## src/rtl/rx_pkg.sv

```systemverilog
// rtl/rx_pkg.sv - XGMII character constants and receive FSM encoding shared across rx_engine
package rx_pkg;

  localparam logic [7:0] XGMII_START = 8'hFB;
  localparam logic [7:0] XGMII_TERM  = 8'hFD;
  localparam logic [7:0] XGMII_ERR   = 8'hFE;
  localparam logic [7:0] XGMII_PRE   = 8'h55;
  localparam logic [7:0] XGMII_SFD   = 8'hD5;
  localparam logic [7:0] XGMII_IDLE  = 8'h07;

  typedef enum logic [2:0] {
    ST_IDLE    = 3'd0,
    ST_DA      = 3'd1,
    ST_SA_LT   = 3'd2,
    ST_PAYLOAD = 3'd3,
    ST_DROP    = 3'd4
  } rx_state_e;

  // Byte of a 64-bit XGMII word by lane number; lane 0 is the first byte on the wire.
  function automatic logic [7:0] lane_byte(input logic [63:0] word, input int lane);
    return word[lane*8 +: 8];
  endfunction

endpackage

```

## src/rtl/rx_ctrl_decode.sv

```systemverilog
// rtl/rx_ctrl_decode.sv - combinational classification of one XGMII receive word
module rx_ctrl_decode
  import rx_pkg::*;
(
  input  logic [63:0] rxd64,
  input  logic [7:0]  rxc64,
  output logic        is_start,
  output logic        is_pre_ok,
  output logic        has_term,
  output logic        has_err,
  output logic        has_ctrl
);

  // Start/preamble test on the fixed lane-0 alignment, plus a scan of every control lane
  always_comb begin
    is_start  = (rxc64 == 8'h01) && (lane_byte(rxd64, 0) == XGMII_START);
    is_pre_ok = (lane_byte(rxd64, 7) == XGMII_SFD);
    has_term  = 1'b0;
    has_err   = 1'b0;
    for (int i = 1; i < 7; i++) begin
      if (lane_byte(rxd64, i) != XGMII_PRE) begin
        is_pre_ok = 1'b0;
      end
    end
    for (int i = 0; i < 8; i++) begin
      if (rxc64[i] && (lane_byte(rxd64, i) == XGMII_TERM)) begin
        has_term = 1'b1;
      end
      if (rxc64[i] && (lane_byte(rxd64, i) == XGMII_ERR)) begin
        has_err = 1'b1;
      end
    end
  end

  assign has_ctrl = |rxc64;

endmodule

```

## src/rtl/rx_hdr_extractor.sv

```systemverilog
// rtl/rx_hdr_extractor.sv - XGMII receive header parser: preamble check, DA/SA/Length-Type capture
module rx_hdr_extractor
  import rx_pkg::*;
#(
  parameter bit PREAMBLE_CHECK = 1'b1,
  parameter int TP             = 1
) (
  input  logic        rxclk,
  input  logic        reset,
  input  logic [63:0] rxd64,
  input  logic [7:0]  rxc64,
  output logic [47:0] da_addr,
  output logic [47:0] sa_addr,
  output logic [15:0] len_type,
  output logic        da_valid,
  output logic        hdr_valid,
  output logic        in_frame,
  output logic        preamble_err,
  output logic        hdr_err
);

  logic w_is_start;
  logic w_pre_ok;
  logic w_has_term;
  logic w_has_err;
  logic w_has_ctrl;
  logic w_unused_tp;

  rx_state_e   r_state;
  logic [47:0] r_da_addr;
  logic [47:0] r_sa_addr;
  logic [15:0] r_len_type;
  logic [15:0] r_sa_hi;
  logic        r_da_valid;
  logic        r_hdr_valid;
  logic        r_in_frame;
  logic        r_pre_err;
  logic        r_hdr_err;

  // TP only ever delayed nonblocking updates in simulation; this zero-delay RTL keeps it for drop-in use.
  assign w_unused_tp = (TP != 0);

  rx_ctrl_decode u_decode (
    .rxd64     (rxd64),
    .rxc64     (rxc64),
    .is_start  (w_is_start),
    .is_pre_ok (w_pre_ok),
    .has_term  (w_has_term),
    .has_err   (w_has_err),
    .has_ctrl  (w_has_ctrl)
  );

  // Header FSM; captures and one-cycle status pulses are registered alongside the state.
  // SA bytes from the DA word are staged so sa_addr only changes together with hdr_valid.
  always_ff @(posedge rxclk) begin
    if (!reset) begin
      r_state     <= ST_IDLE;
      r_da_addr   <= '0;
      r_sa_addr   <= '0;
      r_len_type  <= '0;
      r_sa_hi     <= '0;
      r_da_valid  <= 1'b0;
      r_hdr_valid <= 1'b0;
      r_in_frame  <= 1'b0;
      r_pre_err   <= 1'b0;
      r_hdr_err   <= 1'b0;
    end else begin
      r_da_valid  <= 1'b0;
      r_hdr_valid <= 1'b0;
      r_pre_err   <= 1'b0;
      r_hdr_err   <= 1'b0;
      if (w_is_start) begin
        // A Start always re-synchronises; only an unfinished header counts as an error.
        r_hdr_err  <= (r_state == ST_DA) || (r_state == ST_SA_LT);
        r_in_frame <= 1'b1;
        if (w_pre_ok || !PREAMBLE_CHECK) begin
          r_state <= ST_DA;
        end else begin
          r_state   <= ST_DROP;
          r_pre_err <= 1'b1;
        end
      end else begin
        case (r_state)
          ST_IDLE: begin
            r_in_frame <= 1'b0;
          end
          ST_DA: begin
            if (w_has_ctrl) begin
              r_hdr_err <= 1'b1;
              if (w_has_term) begin
                r_state    <= ST_IDLE;
                r_in_frame <= 1'b0;
              end else begin
                r_state <= ST_DROP;
              end
            end else begin
              r_da_addr  <= {rxd64[7:0], rxd64[15:8], rxd64[23:16],
                             rxd64[31:24], rxd64[39:32], rxd64[47:40]};
              r_sa_hi    <= {rxd64[55:48], rxd64[63:56]};
              r_da_valid <= 1'b1;
              r_state    <= ST_SA_LT;
            end
          end
          ST_SA_LT: begin
            if (w_has_ctrl) begin
              r_hdr_err <= 1'b1;
              if (w_has_term) begin
                r_state    <= ST_IDLE;
                r_in_frame <= 1'b0;
              end else begin
                r_state <= ST_DROP;
              end
            end else begin
              r_sa_addr   <= {r_sa_hi, rxd64[7:0], rxd64[15:8], rxd64[23:16], rxd64[31:24]};
              r_len_type  <= {rxd64[39:32], rxd64[47:40]};
              r_hdr_valid <= 1'b1;
              r_state     <= ST_PAYLOAD;
            end
          end
          ST_PAYLOAD, ST_DROP: begin
            if (w_has_term || w_has_err) begin
              r_state    <= ST_IDLE;
              r_in_frame <= 1'b0;
            end
          end
          default: begin
            r_state    <= ST_IDLE;
            r_in_frame <= 1'b0;
          end
        endcase
      end
    end
  end

  assign da_addr      = r_da_addr;
  assign sa_addr      = r_sa_addr;
  assign len_type     = r_len_type;
  assign da_valid     = r_da_valid;
  assign hdr_valid    = r_hdr_valid;
  assign in_frame     = r_in_frame;
  assign preamble_err = r_pre_err;
  assign hdr_err      = r_hdr_err;

endmodule

```

## config.mk

```make
export PLATFORM = sky130hd
export DESIGN_NAME = rx_hdr_extractor
export DESIGN_NICKNAME = d
export VERILOG_FILES = /design/src/rtl/rx_pkg.sv /design/src/rtl/rx_ctrl_decode.sv /design/src/rtl/rx_hdr_extractor.sv
export SDC_FILE = /design/constraint.sdc
export NUM_CORES = 1
export LEC_CHECK = 0
export BUFFER_PORTS_ARGS = -buffer_cell sky130_fd_sc_hd__buf_2
export CORE_MARGIN = 2
export CORE_UTILIZATION = 45
export DETAILED_ROUTE_END_ITERATION = 8
export GPL_TIMING_DRIVEN = 0
export HOLD_SLACK_MARGIN = 0.05
export PLACE_DENSITY = 0.73
export SLEW_MARGIN = 10
export SYNTH_ARGS = -nofsm -noshare
export SYNTH_HDL_FRONTEND = slang
export SYNTH_HIERARCHICAL = 1
export SYNTH_SLANG_ARGS = --single-unit
```

## constraint.sdc

```tcl
create_clock -name rxclk -period 3.3 [get_ports rxclk]
set_clock_uncertainty 0.2 [all_clocks]
set_input_delay 0.495 -clock rxclk [delete_from_list [all_inputs] [get_ports rxclk]]
set_output_delay 0.495 -clock rxclk [all_outputs]
set_load 0.1 [all_outputs]
```

### Yosys cells after proc, flatten, opt, wreduce, memory -nomap -nowiden

Index checks and enable logic that the tools add are counted.

* register bits after elaboration: 136
* input port bits: 74
* output and inout port bits: 117
* word-level logic and storage cells: 117

* eq/ne operators: 33
* multiplexer cells: 39
* bitwise logic cells: 5
* reduce and logical (&&, ||, !) cells: 30

Operators by type and width (count)
* == test 8 bit, second input constant: 18
* inequality test 8 x 7 -> 1 bit, second input constant: 6
* 2-to-1 mux 1 bit: 31
* 2-to-1 mux 3 bit: 6
* logical AND 1 bit: 17
* one-hot mux 3 bit (4 select lines): 1
* AND reduction 3 bit: 3
* == test 8 x 1 -> 1 bit, second input constant: 1
* OR reduction 8 bit: 1
* == test 3 x 2 -> 1 bit, second input constant: 2
* inequality test 3 x 1 -> 1 bit, second input constant: 2
* OR reduction 3 bit: 2
* NOT 1 bit: 5
* AND reduction 2 bit: 2
* OR reduction 2 bit: 2
* == test 3 x 1 -> 1 bit, second input constant: 1
* == test 3 bit, second input constant: 1
* zero test 3 bit: 1
* inequality test 3 x 2 -> 1 bit, second input constant: 1
* logical OR 1 bit: 2
* inequality test 2 x 1 -> 1 bit, second input constant: 1
* one-hot mux 1 bit (2 select lines): 1

### Longest topological paths before layout

Gate-level depths: netlist of run 1.

* depth in word-level cells: 14
* mapped depth: 8
* gate-level depth less buffers: 7

### Cells and area by module

Netlist of run 1, hierarchy kept.

By module, submodules not included
* rx_hdr_extractor: times used 1, cells each 628, area each 5280.1 um^2, seq. area each 2722.6 um^2
* rx_ctrl_decode: times used 1, cells each 70, area each 440.4 um^2, seq. area each 0.0 um^2

### Least setup slack after synthesis of run 1

No wires, ideal clock.

* kind: input -> register
* from: in rxc64[7]
* to: reg r_da_addr[21], in the netlist da_addr[21]
* library setup time: 71 ps
* arrival time: 2376 ps
* data required time: 3029 ps
* slack: 653 ps
* stages on the path: 7
* path buffers: 1
* cell sequence: nor4_1 > nand2_1 > nor4_1 > or3_4 > clkbuf_1 > o21ai_0 > a21oi_1

* cells in the longest elaborated chain, start to end: 4
* elaborated cells between the ends (all ways): 6
* those cells by class: eq/ne (1); bitwise (2); reduce/logical (3)

Ends and longest elaborated chain
* start, declared: line rx_hdr_extractor.sv:11 `input logic [7:0] rxc64,`
* == test 8 x 1 -> 1 bit: line rx_ctrl_decode.sv:16 `is_start = (rxc64 == 8'h01) && (lane_byte(rxd64, 0) == XGMII_START);`
* logical AND 1 bit: line rx_ctrl_decode.sv:16
* via w_is_start: line rx_hdr_extractor.sv:22 `logic w_is_start;`
* NOT 1 bit (no line)
* AND reduction 3 bit (no line)
* end signal, assigned: line rx_hdr_extractor.sv:97 `r_da_addr <= {rxd64[7:0], rxd64[15:8], rxd64[23:16],`
* end, declared: line rx_hdr_extractor.sv:30 `logic [47:0] r_da_addr;`

The timed path passes the listed nets, and every way through them passes these cells.
A chain may end at the register's enable or synchronous reset.

### Worst setup path in the final report of run 1

* from: in rxc64[6]
* to: reg r_da_addr[28], in the netlist da_addr[28]

The elaborated chain is that of the path after synthesis.

==> flow_summary.html, run 1 <==
<table>
<tr><th>Metric</th><th>Value</th></tr>
<tr><th colspan="2">Job</th></tr>
<tr><td>Maximum Capacitance Violations</td><td>0</td></tr>
<tr><th colspan="2">GRT</th></tr>
<tr><td>Maximum number of pins on one net before global-route repair</td><td>17</td></tr>
<tr><td>Via count of the first global-routing pass</td><td>roughly 5.6k</td></tr>
<tr><td>Global-route met1 utilization</td><td>0.382</td></tr>
<tr><td>Antenna violations before repair</td><td>1</td></tr>
<tr><td>Met3 GRT Util</td><td>0.0799</td></tr>
<tr><td>Routing layer with the top usage in global route</td><td>met2</td></tr>
<tr><td>Routing usage on met2</td><td>0.433</td></tr>
<tr><td>Global-route wire length before repair</td><td>approximately 30000 um</td></tr>
<tr><td>GRT Overall Usage</td><td>0.279</td></tr>
<tr><td>Remaining global-route overflow</td><td>0</td></tr>
<tr><th colspan="2">Layout</th></tr>
<tr><td>Count of fill cells added during filler insertion</td><td>~1.3k</td></tr>
<tr><td>Share of final-layout standard cells stronger than drive strength 1</td><td>0.289</td></tr>
<tr><td>Area added between synthesis and finish</td><td>30.5%</td></tr>
<tr><td>Final layout net count</td><td>just under 1k</td></tr>
<tr><td>Number of antenna repair diodes</td><td>0</td></tr>
<tr><th colspan="2">Hold path</th></tr>
<tr><td>Class of the tightest hold or removal check</td><td>input port to flop</td></tr>
<tr><th colspan="2">Yosys</th></tr>
<tr><td>Proportion of synthesized flip-flops having asynchronous set or reset</td><td>0</td></tr>
<tr><td>Total standard cell area after synthesis</td><td>between 5000 and 6000 um2</td></tr>
<tr><td>Synthesis Warnings</td><td>6</td></tr>
<tr><td>Most used flip-flop cell after synthesis</td><td>sky130_fd_sc_hd__dfxtp_1</td></tr>
<tr><td>Fraction of the yosys area taken by sequential cells</td><td>0.476</td></tr>
<tr><td>Count of flip-flops with a built-in enable after synthesis</td><td>0</td></tr>
<tr><td>Cells taking the most area after synthesis</td><td>sky130_fd_sc_hd__dfxtp_1 48%, sky130_fd_sc_hd__nand3_1 12%, sky130_fd_sc_hd__a21oi_1 11%</td></tr>
<tr><td>Post-synthesis net count</td><td>roughly 770</td></tr>
<tr><td>Synthesis-stage register bit count</td><td>around 140</td></tr>
<tr><td>Most instantiated library cell after synthesis</td><td>sky130_fd_sc_hd__nand3_1</td></tr>
<tr><td>Yosys top cell area share</td><td>0.476</td></tr>
<tr><td>Mean Syn Cell Area</td><td>8.20 um2</td></tr>
<tr><td>Leading cell types by count after synthesis</td><td>138 x sky130_fd_sc_hd__nand3_1, 136 x sky130_fd_sc_hd__dfxtp_1, 130 x sky130_fd_sc_hd__a21oi_1, 97 x sky130_fd_sc_hd__o21ai_1</td></tr>
<tr><td>Synthesized instance count</td><td>between 600 and 700</td></tr>
<tr><td>Library cell with the largest summed area after synthesis</td><td>sky130_fd_sc_hd__dfxtp_1</td></tr>
<tr><td>Number of distinct library cells after synthesis</td><td>43</td></tr>
<tr><th colspan="2">Timing</th></tr>
<tr><td>Max Transition Viols Final</td><td>0</td></tr>
<tr><td>Hold Worst Slack</td><td>approximately 0.15 ns</td></tr>
<tr><td>Setup Viol. Count Final</td><td>0</td></tr>
<tr><td>Total Neg Setup Slack</td><td>0 ns</td></tr>
<tr><td>Post-route clock period utilization</td><td>0.787</td></tr>
<tr><td>Unrepaired setup endpoints after global routing</td><td>no</td></tr>
<tr><td>Total count of hold-check failures in the final report</td><td>0</td></tr>
<tr><td>Rel. slew slack</td><td>0.472</td></tr>
<tr><td>Maximum achievable frequency</td><td>about 390 MHz</td></tr>
<tr><td>Post-layout min period</td><td>between 2 and 3 ns</td></tr>
<tr><td>Worst Max-Slew Pin Slew</td><td>0.786 ns</td></tr>
<tr><th colspan="2">Die</th></tr>
<tr><td>Overall die area</td><td>13600 um2</td></tr>
<tr><td>CORE AREA</td><td>12500 um2</td></tr>
<tr><td>Die Wd</td><td>around 120 um</td></tr>
<tr><td>Starting density of the core</td><td>0.457</td></tr>
<tr><td>Die outline height</td><td>between 100 and 150 um</td></tr>
<tr><td>I/O pin cnt</td><td>~190</td></tr>
<tr><td>Row count</td><td>a little over 40</td></tr>
<tr><th colspan="2">Pwr</th></tr>
<tr><td>Combinational power share</td><td>0.042</td></tr>
<tr><td>Peak VDD IR</td><td>roughly 0.0003 V</td></tr>
<tr><td>Power spent charging and discharging nets</td><td>792 uW</td></tr>
<tr><td>Proportion of power drawn by flip-flops and latches</td><td>0.450</td></tr>
<tr><td>Clk network pwr share</td><td>0.508</td></tr>
<tr><td>Leakage power figure</td><td>approximately 3 nW</td></tr>
<tr><td>PD cells</td><td>slightly below 500 nW/um2</td></tr>
<tr><td>Switching part of the total power</td><td>0.217</td></tr>
<tr><td>Int Pwr</td><td>between 2 and 3 mW</td></tr>
<tr><th colspan="2">Drt</th></tr>
<tr><td>DR vias</td><td>approximately 6.3k</td></tr>
<tr><td>Number of detailed-route iterations in the first pass</td><td>5</td></tr>
<tr><td>Average detailed-routed wire length per instance</td><td>between 15 and 20 um</td></tr>
<tr><td>Vias per std cell</td><td>~5.7</td></tr>
<tr><td>Antenna viol nets, final</td><td>0</td></tr>
<tr><td>Number of DRC violations after detailed routing</td><td>0</td></tr>
<tr><td>Detailed Route Iter0 Violations</td><td>about 460</td></tr>
<tr><td>Post-detailed-routing wire length</td><td>~19000 um</td></tr>
<tr><th colspan="2">Critical path</th></tr>
<tr><td>Category of the critical setup timing path</td><td>input port to flop</td></tr>
<tr><td>Highest net fanout along the worst path</td><td>10</td></tr>
<tr><td>Critical path arrival</td><td>2.74 ns</td></tr>
<tr><td>Critical path required time</td><td>between 3 and 4 ns</td></tr>
<tr><td>Critical Path Start Type</td><td>input port</td></tr>
<tr><td>Critical Path Sink Type</td><td>flop</td></tr>
<tr><th colspan="2">CTS</th></tr>
<tr><td>TritonCTS clock tree</td><td>done</td></tr>
<tr><td>CTS max path bufs</td><td>2</td></tr>
<tr><td>Root Buffer</td><td>sky130_fd_sc_hd__clkbuf_16</td></tr>
<tr><td>Post-cts sizing count</td><td>0</td></tr>
<tr><td>Register clock-pin slew on the reported worst setup and hold paths</td><td>~0.060 ns</td></tr>
<tr><td>CTS Hold Buffers Added</td><td>0</td></tr>
<tr><td>Clock latency of the later-clocked register in the worst-skew pair</td><td>~0.42 ns</td></tr>
<tr><td>CTS sink cnt</td><td>between 100 and 150</td></tr>
<tr><td>Buffers inserted by post-CTS timing repair</td><td>0</td></tr>
<tr><td>Clock buffer count from CTS</td><td>17</td></tr>
<tr><td>CTS H-tree lvls</td><td>4</td></tr>
<tr><th colspan="2">Placed design</th></tr>
<tr><td>Last weighted congestion value of the routability-driven placer</td><td>0.903</td></tr>
<tr><td>HPWL after detailed placement</td><td>around 14000 um</td></tr>
<tr><td>Count of input and output buffers</td><td>between 150 and 200</td></tr>
<tr><th colspan="2">Run status</th></tr>
<tr><td>Run status</td><td>completed</td></tr>
</table>
-- logic make-up after synthesis --
family,Yosys count,share of synthesized area
simple gates,208,0.205
buf+inv,84,0.0768
xor+xnor,1,0.00153
flops,136,0.476
compound gates,269,0.241
-- cell type report --
| class | count | area (um2) | area share |
|---|---|---|---|
| clock buffer | 24 | 482 | 0.0645 |
| multi-input combinational | 478 | 2560 | 0.344 |
| inverter | 11 | 41.3 | 0.00553 |
| buffer | 73 | 398 | 0.0533 |
| sequential | 136 | 2720 | 0.365 |
| tap | 172 | 215 | 0.0288 |
| clock inverter | 8 | 95.1 | 0.0127 |
| timing repair buffer | 189 | 946 | 0.127 |
-- layout by cell type (no fill, tap or decap), types with 6 or more instances in the layout --
master,n
sky130_fd_sc_hd__inv_1,10
sky130_fd_sc_hd__clkbuf_1,36
sky130_fd_sc_hd__nor4_1,15
sky130_fd_sc_hd__clkbuf_16,17
sky130_fd_sc_hd__dfxtp_1,136
sky130_fd_sc_hd__nand4_1,10
sky130_fd_sc_hd__nor4b_1,7
sky130_fd_sc_hd__o21ai_0,32
sky130_fd_sc_hd__nand2_1,6
sky130_fd_sc_hd__o21ai_1,97
sky130_fd_sc_hd__buf_2,212
sky130_fd_sc_hd__nand3_1,138
sky130_fd_sc_hd__a21oi_1,130
sky130_fd_sc_hd__buf_6,10
-- worst max-delay path, stage by stage --
cell                       delay [ns]
sky130_fd_sc_hd__buf_2           0.13
sky130_fd_sc_hd__nor4_1          0.25
sky130_fd_sc_hd__nand2_1         0.12
sky130_fd_sc_hd__nor4_2          0.73
sky130_fd_sc_hd__or3_4           0.32
sky130_fd_sc_hd__clkbuf_1        0.37
sky130_fd_sc_hd__o21ai_0         0.16
sky130_fd_sc_hd__a21oi_1         0.16
-- registers in the layout, indices dropped and copies added (netlist names) --
| signal | flops |
|---|---|
| preamble_err | 1 |
| r_sa_hi | 16 |
| hdr_err | 1 |
| r_state | 3 |
| hdr_valid | 1 |
| in_frame | 1 |
| sa_addr | 48 |
| da_addr | 48 |
| len_type | 16 |
| da_valid | 1 |
-- power groups by stage --
stage | logic, mW | registers, mW | clock network [mW]
3_3_place_gp | 0.147 | 1.68 | 0
3_5_place_dp | 0.146 | 1.68 | 0
5_1_grt | 0.159 | 1.64 | 1.95
2_1_floorplan | 0.0433 | 1.68 | 0
6_report | 0.152 | 1.64 | 1.85
4_1_cts | 0.147 | 1.64 | 1.87
-- routing by layer --
metal	wire, um	vias to the layer above
li1	-	2978
met1	8730	2976
met2	8900	267
met3	1310	30
met4	297	2
met5	13	-
-- stage by stage --
stage / utilization / worst slack [ns] / power, mW / cell area, um2 / instances
final: 0.596 / 0.703 / 3.65 / 7460 / 1091
after global routing: 0.596 / 0.524 / 3.75 / 7460 / 1091
after CTS: 0.596 / 0.390 / 3.66 / 7460 / 1091
after detailed placement: 0.550 / -0.0223 / 1.82 / 6880 / 1059
after global placement: 0.550 / 0.0123 / 1.82 / 6880 / 1059
after floorplan: - / 0.653 / 1.72 / 5720 / 698
-- path summary, 6_finish.rpt --
kind / from / endpoint / slack (ns) / cells after the start
hold reg to reg: r_sa_hi[7]$_SDFFE_PN0P_ / sa_addr[39]$_SDFFE_PN0P_ / 0.26 / 2
setup / recovery: rxc64[6] / da_addr[28]$_SDFFE_PN0P_ / 0.70 / 8
hold / removal: rxd64[46] / da_addr[6]$_SDFFE_PN0P_ / 0.15 / 3
setup reg to reg: r_state[1]$_SDFFE_PN0P_ / sa_addr[35]$_SDFFE_PN0P_ / 1.48 / 6
No activity file was read; power rests on OpenSTA's default activity.
==> run 2: changes to the inputs <==
==> constraint.sdc (replaced) <==
create_clock -name rxclk -period 2.61 [get_ports rxclk]
set_clock_uncertainty 0.2 [all_clocks]
set_input_delay 0.3915 -clock rxclk [delete_from_list [all_inputs] [get_ports rxclk]]
set_output_delay 0.3915 -clock rxclk [all_outputs]
set_load 0.1 [all_outputs]
==> flow_summary.html, run 2 (synthesized netlist as in run 1, its figures left out) <==
<table>
<tr><th>Metric</th><th>Value</th></tr>
<tr><th colspan="2">Layout</th></tr>
<tr><td>Commonest non-fill, non-tap cells in the layout</td><td>212 x sky130_fd_sc_hd__buf_2, 138 x sky130_fd_sc_hd__nand3_1, 136 x sky130_fd_sc_hd__dfxtp_1, 130 x sky130_fd_sc_hd__a21oi_1, 97 x sky130_fd_sc_hd__o21ai_1</td></tr>
<tr><td>Area added between synthesis and finish</td><td>34.7%</td></tr>
<tr><td>Number of antenna repair diodes</td><td>0 (unchanged)</td></tr>
<tr><td>Share of final-layout standard cells stronger than drive strength 1</td><td>0.282 (-0.00707)</td></tr>
<tr><td>Most common cell after layout, fill and taps aside</td><td>sky130_fd_sc_hd__buf_2</td></tr>
<tr><td>Final layout net count</td><td>1003 (+2.3%)</td></tr>
<tr><td>Layout Cells excl Fill</td><td>1114 (+2.1%)</td></tr>
<tr><td>End-of-flow core utilization</td><td>0.615 (+0.0191)</td></tr>
<tr><th colspan="2">Timing</th></tr>
<tr><td>Unrepaired setup endpoints after global routing</td><td>no</td></tr>
<tr><td>Maximum achievable frequency</td><td>~410 MHz</td></tr>
<tr><td>Post-layout min period</td><td>2.45 ns</td></tr>
<tr><td>Setup Viol. Count Final</td><td>0 (unchanged)</td></tr>
<tr><td>Rel. slew slack</td><td>0.512 (+0.0403)</td></tr>
<tr><td>Post-route clock period utilization</td><td>0.937</td></tr>
<tr><td>Max Transition Viols Final</td><td>0 (unchanged)</td></tr>
<tr><td>Worst Max-Slew Pin Slew</td><td>0.732 ns (-0.0538 ns)</td></tr>
<tr><td>Total count of hold-check failures in the final report</td><td>0 (unchanged)</td></tr>
<tr><th colspan="2">Hold path</th></tr>
<tr><td>Class of the tightest hold or removal check</td><td>input port to flop</td></tr>
<tr><th colspan="2">Drt</th></tr>
<tr><td>DR vias</td><td>6340 (+1.4%)</td></tr>
<tr><td>Number of DRC violations after detailed routing</td><td>0 (unchanged)</td></tr>
<tr><td>Vias per std cell</td><td>5.69 (-0.70%)</td></tr>
<tr><td>Detailed Route Iter0 Violations</td><td>507 (+10%)</td></tr>
<tr><td>Number of detailed-route iterations in the first pass</td><td>6 (+1)</td></tr>
<tr><td>Average detailed-routed wire length per instance</td><td>17.5 um (-0.94%)</td></tr>
<tr><td>Antenna viol nets, final</td><td>0 (unchanged)</td></tr>
<tr><td>Post-detailed-routing wire length</td><td>19500 um (+1.2%)</td></tr>
<tr><th colspan="2">CTS</th></tr>
<tr><td>CTS sink cnt</td><td>136 (unchanged)</td></tr>
<tr><td>Root Buffer</td><td>sky130_fd_sc_hd__clkbuf_16</td></tr>
<tr><td>CTS H-tree lvls</td><td>4 (unchanged)</td></tr>
<tr><td>TritonCTS clock tree</td><td>done</td></tr>
<tr><td>CTS max path bufs</td><td>2 (unchanged)</td></tr>
<tr><td>Clock buffer count from CTS</td><td>17 (unchanged)</td></tr>
<tr><td>Buffers inserted by post-CTS timing repair</td><td>0 (unchanged)</td></tr>
<tr><td>Register clock-pin slew on the reported worst setup and hold paths</td><td>0.05 ns (about the same)</td></tr>
<tr><td>Clock latency of the later-clocked register in the worst-skew pair</td><td>0.42 ns (about the same)</td></tr>
<tr><th colspan="2">Pwr</th></tr>
<tr><td>Clk network pwr share</td><td>0.505 (-0.003)</td></tr>
<tr><td>Int Pwr</td><td>3.63 mW (+27%)</td></tr>
<tr><td>Proportion of power drawn by flip-flops and latches</td><td>0.448 (-0.002)</td></tr>
<tr><td>Switching part of the total power</td><td>0.217 (about the same)</td></tr>
<tr><td>Peak VDD IR</td><td>0.000372 V (+27%)</td></tr>
<tr><td>Combinational power share</td><td>0.047 (+0.005)</td></tr>
<tr><td>Power spent charging and discharging nets</td><td>1.01 mW (+27%)</td></tr>
<tr><td>PD cells</td><td>602 nW/um2 (+23%)</td></tr>
<tr><td>Leakage power figure</td><td>3.10 nW (+3.6%)</td></tr>
<tr><th colspan="2">GRT</th></tr>
<tr><td>Remaining global-route overflow</td><td>0 (unchanged)</td></tr>
<tr><td>Maximum number of pins on one net before global-route repair</td><td>17 (unchanged)</td></tr>
<tr><td>Global-route wire length before repair</td><td>29800 um (+1.5%)</td></tr>
<tr><td>Antenna violations before repair</td><td>1 (unchanged)</td></tr>
<tr><td>Via count of the first global-routing pass</td><td>5756 (+2.5%)</td></tr>
<tr><td>GRT Overall Usage</td><td>0.283 (+0.00393)</td></tr>
<tr><th colspan="2">Die</th></tr>
<tr><td>Overall die area</td><td>13600 um2 (unchanged)</td></tr>
<tr><td>Row count</td><td>41 (unchanged)</td></tr>
<tr><td>Starting density of the core</td><td>0.457 (unchanged)</td></tr>
<tr><td>I/O pin cnt</td><td>191 (unchanged)</td></tr>
<tr><td>Die outline height</td><td>117 um (unchanged)</td></tr>
<tr><td>CORE AREA</td><td>12500 um2 (unchanged)</td></tr>
<tr><td>Die Wd</td><td>117 um (unchanged)</td></tr>
<tr><th colspan="2">Placed design</th></tr>
<tr><td>HPWL after detailed placement</td><td>14000 um (unchanged)</td></tr>
<tr><td>Count of input and output buffers</td><td>189 (unchanged)</td></tr>
<tr><td>Last weighted congestion value of the routability-driven placer</td><td>0.903 (unchanged)</td></tr>
<tr><td>Cell count after placement</td><td>1059 (unchanged)</td></tr>
<tr><th colspan="2">Job</th></tr>
<tr><td>Maximum Capacitance Violations</td><td>0 (unchanged)</td></tr>
<tr><th colspan="2">Critical path</th></tr>
<tr><td>Number of buffers and inverters on the critical path</td><td>2 (unchanged)</td></tr>
<tr><td>Critical path required time</td><td>2.72 ns (-0.73 ns)</td></tr>
<tr><td>Highest net fanout along the worst path</td><td>5 (-5)</td></tr>
<tr><td>Critical Path Start Type</td><td>input port</td></tr>
<tr><td>Crit-path leading delay family</td><td>simple AND/OR/NAND/NOR gates</td></tr>
<tr><td>Slowest Stage Delay on Critical Path</td><td>0.53 ns (-0.20 ns)</td></tr>
<tr><td>Slowest CP cell</td><td>sky130_fd_sc_hd__dlygate4sd3_1</td></tr>
<tr><td>Critical path arrival</td><td>2.55 ns (-0.19 ns)</td></tr>
<tr><td>CP Cell Sequence</td><td>dlygate4sd3_1 &gt; buf_2 &gt; nand3_1 &gt; nor4_1 &gt; nor4_1 &gt; nand3_1 &gt; nand4bb_1 &gt; a21oi_1 &gt; o31a_1</td></tr>
<tr><td>Critical Path Sink Type</td><td>flop</td></tr>
<tr><td>Category of the critical setup timing path</td><td>input port to flop</td></tr>
<tr><th colspan="2">Run status</th></tr>
<tr><td>Run status</td><td>completed</td></tr>
</table>
## run 2: area by class of cell
class                           count  area, um2
Sequential cell                   136       2720
Clock buffer                       24        482
Timing Repair Buffer              212       1180
Buffer                             73        398
Multi-Input combinational cell    478       2570
Inverter                           11       41.3
Clock inverter                      8       95.1
Fill cell                        1217       4810
Tap cell                          172        215
## run 2: routing by layer
layer	track usage	up-vias	share of wire
met4	0.0824	2	0.016
met5	0	-	0.00067
li1	-	3028	-
met2	0.442	266	0.46
met3	0.0815	34	0.072
met1	0.383	3010	0.45
## run 2: worst min-delay path: cells and delay by family
kind,cells,cell delay (ns)
AOI/OAI and AO/OA,1,0.05
buffers and inverters,1,0.12
and+or+nand+nor,1,0.07
## run 2: path summary, 6_finish.rpt
check / startpoint / endpoint / slack [ns] / cells after the start
worst max-delay path: rxd64[46] / r_state[0]$_SDFFE_PN0P_ / 0.16 / 9
worst min-delay path: rxd64[18] / sa_addr[10]$_SDFFE_PN0P_ / 0.06 / 3
worst min register to register: r_sa_hi[7]$_SDFFE_PN0P_ / sa_addr[39]$_SDFFE_PN0P_ / 0.26 / 2
worst max register to register: r_state[0]$_SDFFE_PN0P_ / sa_addr[31]$_SDFFE_PN0P_ / 0.77 / 6
## run 2: power by group through the flow
stage	Clock [mW]	Sequential, mW	Combinational, mW
final	2.34	2.08	0.219
after floorplan	0	2.12	0.0547
after global placement	0	2.12	0.186
after CTS	2.36	2.08	0.213
after global routing	2.46	2.08	0.231
after detailed placement	0	2.12	0.185
## run 2: stage by stage
stage	power (mW)	TNS [ns]	worst slack, ns	area [um2]	hold slack, ns
floorplan	2.18	0	0.0668	5720	0.240
global placement	2.31	-66.80	-0.574	6880	0.252
detailed placement	2.31	-72.17	-0.609	6880	0.257
CTS	4.65	0	0.170	7690	0.0510
global route	4.77	0	0.0405	7700	0.0507
finish	4.64	0	0.163	7700	0.0609
## run 2: repair_timing
action | in CTS | in global routing
setup endpoints to repair | 129 | 12
gates resized for setup | 1 | 1
gates cloned | 0 | 0
hold endpoints to repair | 29 | 0
hold buffers | 23 | 0
